### src/rtl/data_seq_pkg.sv
// rtl/data_seq_pkg.sv - shared types and constants for the data_selector command sequencer
package data_seq_pkg;

    typedef enum logic [1:0] {
        OP_NOP     = 2'b00,
        OP_READ    = 2'b01,
        OP_WRITE   = 2'b10,
        OP_ILLEGAL = 2'b11
    } op_e;

    typedef enum logic [1:0] {
        ST_IDLE  = 2'd0,
        ST_ISSUE = 2'd1,
        ST_WAIT  = 2'd2,
        ST_RESP  = 2'd3
    } state_e;

    localparam logic [7:0] ERR_DATA = 8'hFF;

endpackage

### src/rtl/data_sequencer.sv
// rtl/data_sequencer.sv - one-at-a-time command sequencer driving the 4-cell data_selector
module data_sequencer
    import data_seq_pkg::*;
#(
    parameter int RD_LAT = 1
) (
    input  logic        clk_i,
    input  logic        rst_i,
    input  logic        cmd_valid_i,
    output logic        cmd_ready_o,
    input  logic [1:0]  cmd_op_i,
    input  logic [1:0]  cmd_adr_i,
    input  logic [7:0]  cmd_data_i,
    output logic        sel_read_o,
    output logic        sel_write_o,
    output logic [1:0]  sel_adr_o,
    output logic [7:0]  sel_data_o,
    input  logic [7:0]  sel_rdata_i,
    output logic        rsp_valid_o,
    input  logic        rsp_ready_i,
    output logic [7:0]  rsp_data_o,
    output logic        rsp_err_o,
    output logic [15:0] txn_cnt_o
);

    localparam logic [1:0] S_IDLE  = ST_IDLE;
    localparam logic [1:0] S_ISSUE = ST_ISSUE;
    localparam logic [1:0] S_WAIT  = ST_WAIT;
    localparam logic [1:0] S_RESP  = ST_RESP;
    localparam int CW = (RD_LAT > 1) ? $clog2(RD_LAT) : 1;

    logic [1:0]    state;
    logic          is_read;
    logic [CW-1:0] wait_cnt;
    logic [15:0]   txn_cnt_q;
    logic          wait_last;

    assign wait_last   = (wait_cnt == CW'(RD_LAT - 1));
    assign cmd_ready_o = (state == S_IDLE);
    assign rsp_valid_o = (state == S_RESP);
    assign txn_cnt_o   = txn_cnt_q;

    // The selector's naming is swapped: {read_sig,write_sig}=01 reads, 10 writes.
    always_ff @(posedge clk_i) begin
        if (rst_i) begin
            state       <= S_IDLE;
            is_read     <= 1'b0;
            wait_cnt    <= '0;
            txn_cnt_q   <= '0;
            sel_read_o  <= 1'b0;
            sel_write_o <= 1'b0;
            sel_adr_o   <= '0;
            sel_data_o  <= '0;
            rsp_data_o  <= '0;
            rsp_err_o   <= 1'b0;
        end else begin
            case (state)
                S_IDLE: begin
                    if (cmd_valid_i) begin
                        case (cmd_op_i)
                            OP_READ: begin
                                sel_read_o  <= 1'b0;
                                sel_write_o <= 1'b1;
                                sel_adr_o   <= cmd_adr_i;
                                sel_data_o  <= cmd_data_i;
                                is_read     <= 1'b1;
                                state       <= S_ISSUE;
                            end
                            OP_WRITE: begin
                                sel_read_o  <= 1'b1;
                                sel_write_o <= 1'b0;
                                sel_adr_o   <= cmd_adr_i;
                                sel_data_o  <= cmd_data_i;
                                is_read     <= 1'b0;
                                state       <= S_ISSUE;
                            end
                            OP_ILLEGAL: begin
                                rsp_err_o  <= 1'b1;
                                rsp_data_o <= ERR_DATA;
                                state      <= S_RESP;
                            end
                            default: ;
                        endcase
                    end
                end
                S_ISSUE: begin
                    sel_read_o  <= 1'b0;
                    sel_write_o <= 1'b0;
                    txn_cnt_q   <= txn_cnt_q + 16'd1;
                    if (is_read) begin
                        wait_cnt <= '0;
                        state    <= S_WAIT;
                    end else begin
                        rsp_data_o <= sel_data_o;
                        rsp_err_o  <= 1'b0;
                        state      <= S_RESP;
                    end
                end
                // The selector holds data_o for one cycle only; later it reads back 0.
                S_WAIT: begin
                    if (wait_last) begin
                        rsp_data_o <= sel_rdata_i;
                        rsp_err_o  <= 1'b0;
                        state      <= S_RESP;
                    end else begin
                        wait_cnt <= wait_cnt + CW'(1);
                    end
                end
                S_RESP: begin
                    if (rsp_ready_i) begin
                        state <= S_IDLE;
                    end
                end
                default: state <= S_IDLE;
            endcase
        end
    end

endmodule
### config.mk
export PLATFORM = sky130hd
export DESIGN_NAME = data_sequencer
export DESIGN_NICKNAME = d
export VERILOG_FILES = /design/src/rtl/data_seq_pkg.sv /design/src/rtl/data_sequencer.sv
export SDC_FILE = /design/constraint.sdc
export NUM_CORES = 1
export LEC_CHECK = 0
export CORE_ASPECT_RATIO = 1.1
export CORE_MARGIN = 4
export CORE_UTILIZATION = 56
export CTS_CLUSTER_DIAMETER = 100
export CTS_CLUSTER_SIZE = 16
export DETAILED_ROUTE_END_ITERATION = 8
export DONT_BUFFER_PORTS = 1
export GPL_TIMING_DRIVEN = 0
export PLACE_DENSITY = 0.74
export SETUP_SLACK_MARGIN = 0.1
export SKIP_CTS_REPAIR_TIMING = 1
export SLEW_MARGIN = 20
export SYNTH_ARGS = -nofsm -noshare
export SYNTH_HDL_FRONTEND = slang
export SYNTH_SLANG_ARGS = --single-unit
export TNS_END_PERCENT = 100
### constraint.sdc
create_clock -name clk_i -period 1.6 [get_ports clk_i]
set_input_delay 0.08 -clock clk_i [delete_from_list [all_inputs] [get_ports clk_i]]
set_output_delay 0.08 -clock clk_i [all_outputs]
set_load 0.02 [all_outputs]
# Yosys cells after proc, flatten, opt, wreduce, memory -nomap -nowiden
# Cells that the tools add are included.
totals:
  ff_bits: 41
  input_bits: 24
classes:
  n_addsub: 2
  reduce_logical: 12
  muxes: 25
  eq_ne: 14
ops:
  columns: ["operator", "n"]
  rows:
  - ["2-to-1 mux 8 bit", 4]
  - ["one-hot mux 8 bit (3 select lines)", 1]
  - ["adder 16 x 1 -> 16 bit (second input constant)", 1]
  - ["one-hot mux 1 bit (2 select lines)", 5]
  - ["2-to-1 mux 1 bit", 9]
  - ["AND reduction 3 bit", 3]
  - ["equality test 2 bit (second input constant)", 4]
  - ["inequality test 2 bit (second input constant)", 4]
  - ["one-hot mux 2 bit (4 select lines)", 1]
  - ["2-to-1 mux 2 bit", 3]
  - ["nonzero test 2 bit", 3]
  - ["AND reduction 5 bit", 1]
  - ["equality test 2 x 1 -> 1 bit (second input constant)", 2]
  - ["inequality test 2 x 1 -> 1 bit (second input constant)", 2]
  - ["one-hot mux 2 bit (2 select lines)", 1]
  - ["AND reduction 4 bit", 1]
  - ["inequality test 3 x 1 -> 1 bit (second input constant)", 1]
  - ["inequality test 3 x 2 -> 1 bit (second input constant)", 1]
  - ["one-hot mux 1 bit (3 select lines)", 1]
  - ["nonzero test 3 bit", 1]
  - ["zero test 2 bit", 1]
  - ["AND reduction 2 bit", 1]
  - ["OR reduction 2 bit", 1]
  - ["adder 1 bit (second input constant)", 1]

# Depth between registers and ports, before layout
logic_depth:
  depth_word: 5
  depth_mapped: 7
  ltp_nobuf: 6

# Least setup slack after synthesis
# OpenSTA, ideal clock, no wires.
synth_path:
  path_kind: "register to register"
  from: "register txn_cnt_q[0] (netlist: txn_cnt_o[0])"
  to: "register txn_cnt_q[14] (netlist: txn_cnt_o[14])"
  required_time_ns: 1.472
  path_stages_with_launch: 6
  t_arrival_ns: 1.421
  setup_slack_ns: 0.051
  cell_sequence: "dfxtp_1 ha_1 nand4_4 nor4_2 xnor2_1 nor2_1"
synth_via:
  elab_chain_cells: 1
synth_rtl:
  columns: ["item", "line_no", "text"]
  rows:
  - ["start, declared", "data_sequencer.sv:35", "logic [15:0] txn_cnt_q;"]
  - ["start signal, assigned", "data_sequencer.sv:89", "txn_cnt_q <= txn_cnt_q + 16'd1;"]
  - ["adder 16 x 1 -> 16 bit", "data_sequencer.sv:89", null]
# Every way passes these cells.
# A chain may end at the register's enable or synchronous reset.

# Final worst setup path
layout_path:
  from: "register state[1]"
  to: "register rsp_data_o[1]"
layout_via:
  elab_chain_cells: 3
layout_rtl:
  columns: ["item", "line_no", "text"]
  rows:
  - ["start, declared", "data_sequencer.sv:32", "logic [1:0] state;"]
  - ["start signal, assigned", "data_sequencer.sv:46", "state <= S_IDLE;"]
  - ["start signal, assigned", "data_sequencer.sv:67", "state <= S_ISSUE;"]
  - ["start signal, assigned", "data_sequencer.sv:75", "state <= S_ISSUE;"]
  - ["equality test 2 bit, or another cell as far along", "data_sequencer.sv:57", "case (state)"]
  - ["inequality test 2 bit (no source line), or another cell as far along", null, null]
  - ["AND reduction 5 bit (no source line)", null, null]
  - ["end signal, assigned", "data_sequencer.sv:94", "rsp_data_o <= sel_data_o;"]
  - ["end signal, assigned", "data_sequencer.sv:102", "rsp_data_o <= sel_rdata_i;"]
  - ["end, declared", "data_sequencer.sv:21", "output logic [7:0] rsp_data_o,"]
# Several ways; a longest one is shown, not always the timed one.

==> impl_metrics.ini <==
[yosys]
syn-num-nets = 246
synth_ff_type = dfxtp_1
ys_ff_latch = 40
async_flop_share = 0
synth_edf_count = 0
ys_seq_area_frac = 0.4281
synth.avg_cell_area_um2 = 8.782
synth_area_um2 = 1871
yosys_warnings = 0
syn_inst = 213
synth.distinct_cells = 40

[cells_and_area]
antennaDiodeCount = 0
nNetsFinal = 277
drive_gt1_frac = 0.2531
area.growth.synth_to_final_pct = 32.64
utilization = 0.7935

[timing]
grt_setup_unrepaired = true
timing.final.crit_share = 0.9948
fin_hold_ws_ps = 12.76
skew_ps = 5.399
hold_viol = 0
tightest_slew_ps = 519.7
drv_slew = 0
max_freq_mhz = 628.3
setup_viol = 0
period_minus_slack_ps = 1592
slew_headroom = 0.6535

[job]
cap_violations = 0

[worst_setup_path]
cp-end-kind = flop
path_cells = inv_6 > ha_4 > a221oi_4 > clkbuf_16 > nor2_1 > a311oi_1
critPathMaxFanout = 4
worst_ep_arrival_time_ps = 1850
crit_required_ps = 1860
setup.worst_path.start = state[1]$_SDFFE_PP0P_
crit_slowest_cell = dfxtp_4
crit_type = flop to flop
cp-start-kind = flop
r2r_start = state[1]$_SDFFE_PP0P_
slowest_delay_ps = 400

[clock_tree]
cts_max_level = 2
cts.sinks = 40
cts_root_buffer = clkbuf_4
clock_path_buffers = 2
cts_made_buffers = 5
path_clk_slew_ps = 130
clk_latency_ps = 350
tritoncts = built

[grt]
grt_max_degree = 14
grt_pass1_wl_um = 7245
grt_usage = 0.2178
grt_pass1_vias = 1548
grt_remaining_overflow = 0
antenna_found_initial = 0

[power_and_ir_drop]
ir_drop_v = 0.0007029
p_leak_nw = 0.9084
p_per_area_nw_per_um2 = 1634

[routing]
drc = 0
vias_per_cell = 6.025
wl_per_cell_um = 18.31
drt-pass1-iter-count = 4
ant_nets = 0
initialDrtViolationCount = 95
num_vias = 1681
totalWireLength_um = 5109

[floorplan]
die_x_um = 63.11
initial_core_util = 0.5982
core_um2 = 3127
die_h_um = 68.62
row_count = 21
dieArea_um2 = 4330
io_pins = 63

[outcome]
outcome = complete, no violations

[place]
place_congestion = 0.7572
port_buffers = 0
dp_hpwl_um = 3374

[worst_hold_path]
hold_class = input port to flop
hp-start = sel_rdata_i[6]
sequential cells by signal, indices dropped and copies added (netlist names):
name	count
state	2
rsp_err_o	1
sel_adr_o	2
is_read	1
txn_cnt_o	16
sel_read_o	1
rsp_data_o	8
sel_write_o	1
sel_data_o	8
synthesized netlist by cell type, types with 2 or more instances:
cell type	instances	area [um^2]
dfxtp_1	40	800.8
nand2_1	29	108.9
nor2_1	28	105.1
a21oi_1	13	65.06
xnor2_1	10	87.58
ha_1	9	112.6
a22oi_1	8	60.06
a311oi_1	8	70.07
clkbuf_1	8	30.03
inv_1	8	30.03
nand4_1	5	31.28
nor3_1	4	20.02
nor4_1	4	25.02
o21ai_0	4	20.02
nand2b_1	3	18.77
nand3_1	3	15.01
a211oi_1	2	15.01
buf_6	2	22.52
nor4_2	2	25.02
or2_2	2	12.51
xor2_1	2	17.52
layout make-up:
| class | count | area [um^2] |
|---|---|---|
| buffer | 11 | 81.33 |
| clock buffer | 6 | 51.30 |
| clock inverter | 2 | 15.01 |
| fill | 203 | 645.6 |
| inverter | 8 | 37.54 |
| multi-input combinational | 153 | 1142 |
| sequential | 40 | 818.3 |
| tap | 34 | 42.54 |
| timing repair buffer | 25 | 292.8 |
worst paths after layout:
path	end	slack (ps)	cells past startpoint
hold / removal	rsp_data_o[6]$_SDFFE_PP0P_	10	2
hold reg to reg	sel_adr_o[1]$_SDFFE_PP0P_	570	2
setup reg to reg	rsp_data_o[1]$_SDFFE_PP0P_	8	6
setup / recovery	rsp_data_o[1]$_SDFFE_PP0P_	8	6
metrics by stage:
step | std cells | setup TNS [ps] | setup slack (ps) | total power [mW] | area (um^2)
floorplan | 213 | 0 | 56.10 | 2.501 | 1887
global placement | 247 | -1245 | -106.2 | 2.693 | 1929
detailed placement | 247 | -3016 | -187.7 | 2.753 | 1929
CTS | 255 | -3784 | -231.2 | 3.309 | 1996
global route | 279 | -146.5 | -68.59 | 4.269 | 2481
finish | 279 | 0 | 8.320 | 4.054 | 2481
per-layer routing:
metal  wire length, um  part of all wire  global-route usage
met2              2773              0.54              0.4032
met1              1890              0.37              0.2170
met5                 0                 0                   0
met3               382             0.075             0.08914
met4                63             0.012             0.09917
critical path, delay by kind of cell (launching register included):
kind	cells	cell delay (ps)
fa+ha+maj	1	180
buf+inv	2	260
compound gates	2	630
simple gates	1	40
flops	1	400
kinds of logic after synthesis:
family | Yosys count | synth area share
adder cells (fa/ha/maj) | 9 | 0.06020
flip-flops | 40 | 0.4281
XOR/XNOR | 12 | 0.05619
multiplexers | 1 | 0.005351
buffers and inverters | 20 | 0.04883
AND/OR/NAND/NOR | 89 | 0.2355
AO/OA/AOI/OAI | 42 | 0.1659
report_power, final:
part	total [mW]	internal [mW]	switching, mW
registers	1.62	1.22	0.399
logic	1.87	0.954	0.911
clock network	0.571	0.214	0.358
layout by cell type, fill, tap and decap left out, drive strengths merged, types with 9 or more instances in the layout:
cell type and n:
dfxtp 40, nand2 30, nor2 29, clkbuf 17
dlygate4sd3 16, a21oi 13, xnor2 10, buf 9
ha 9
No activity file was read; power rests on OpenSTA's default activity.
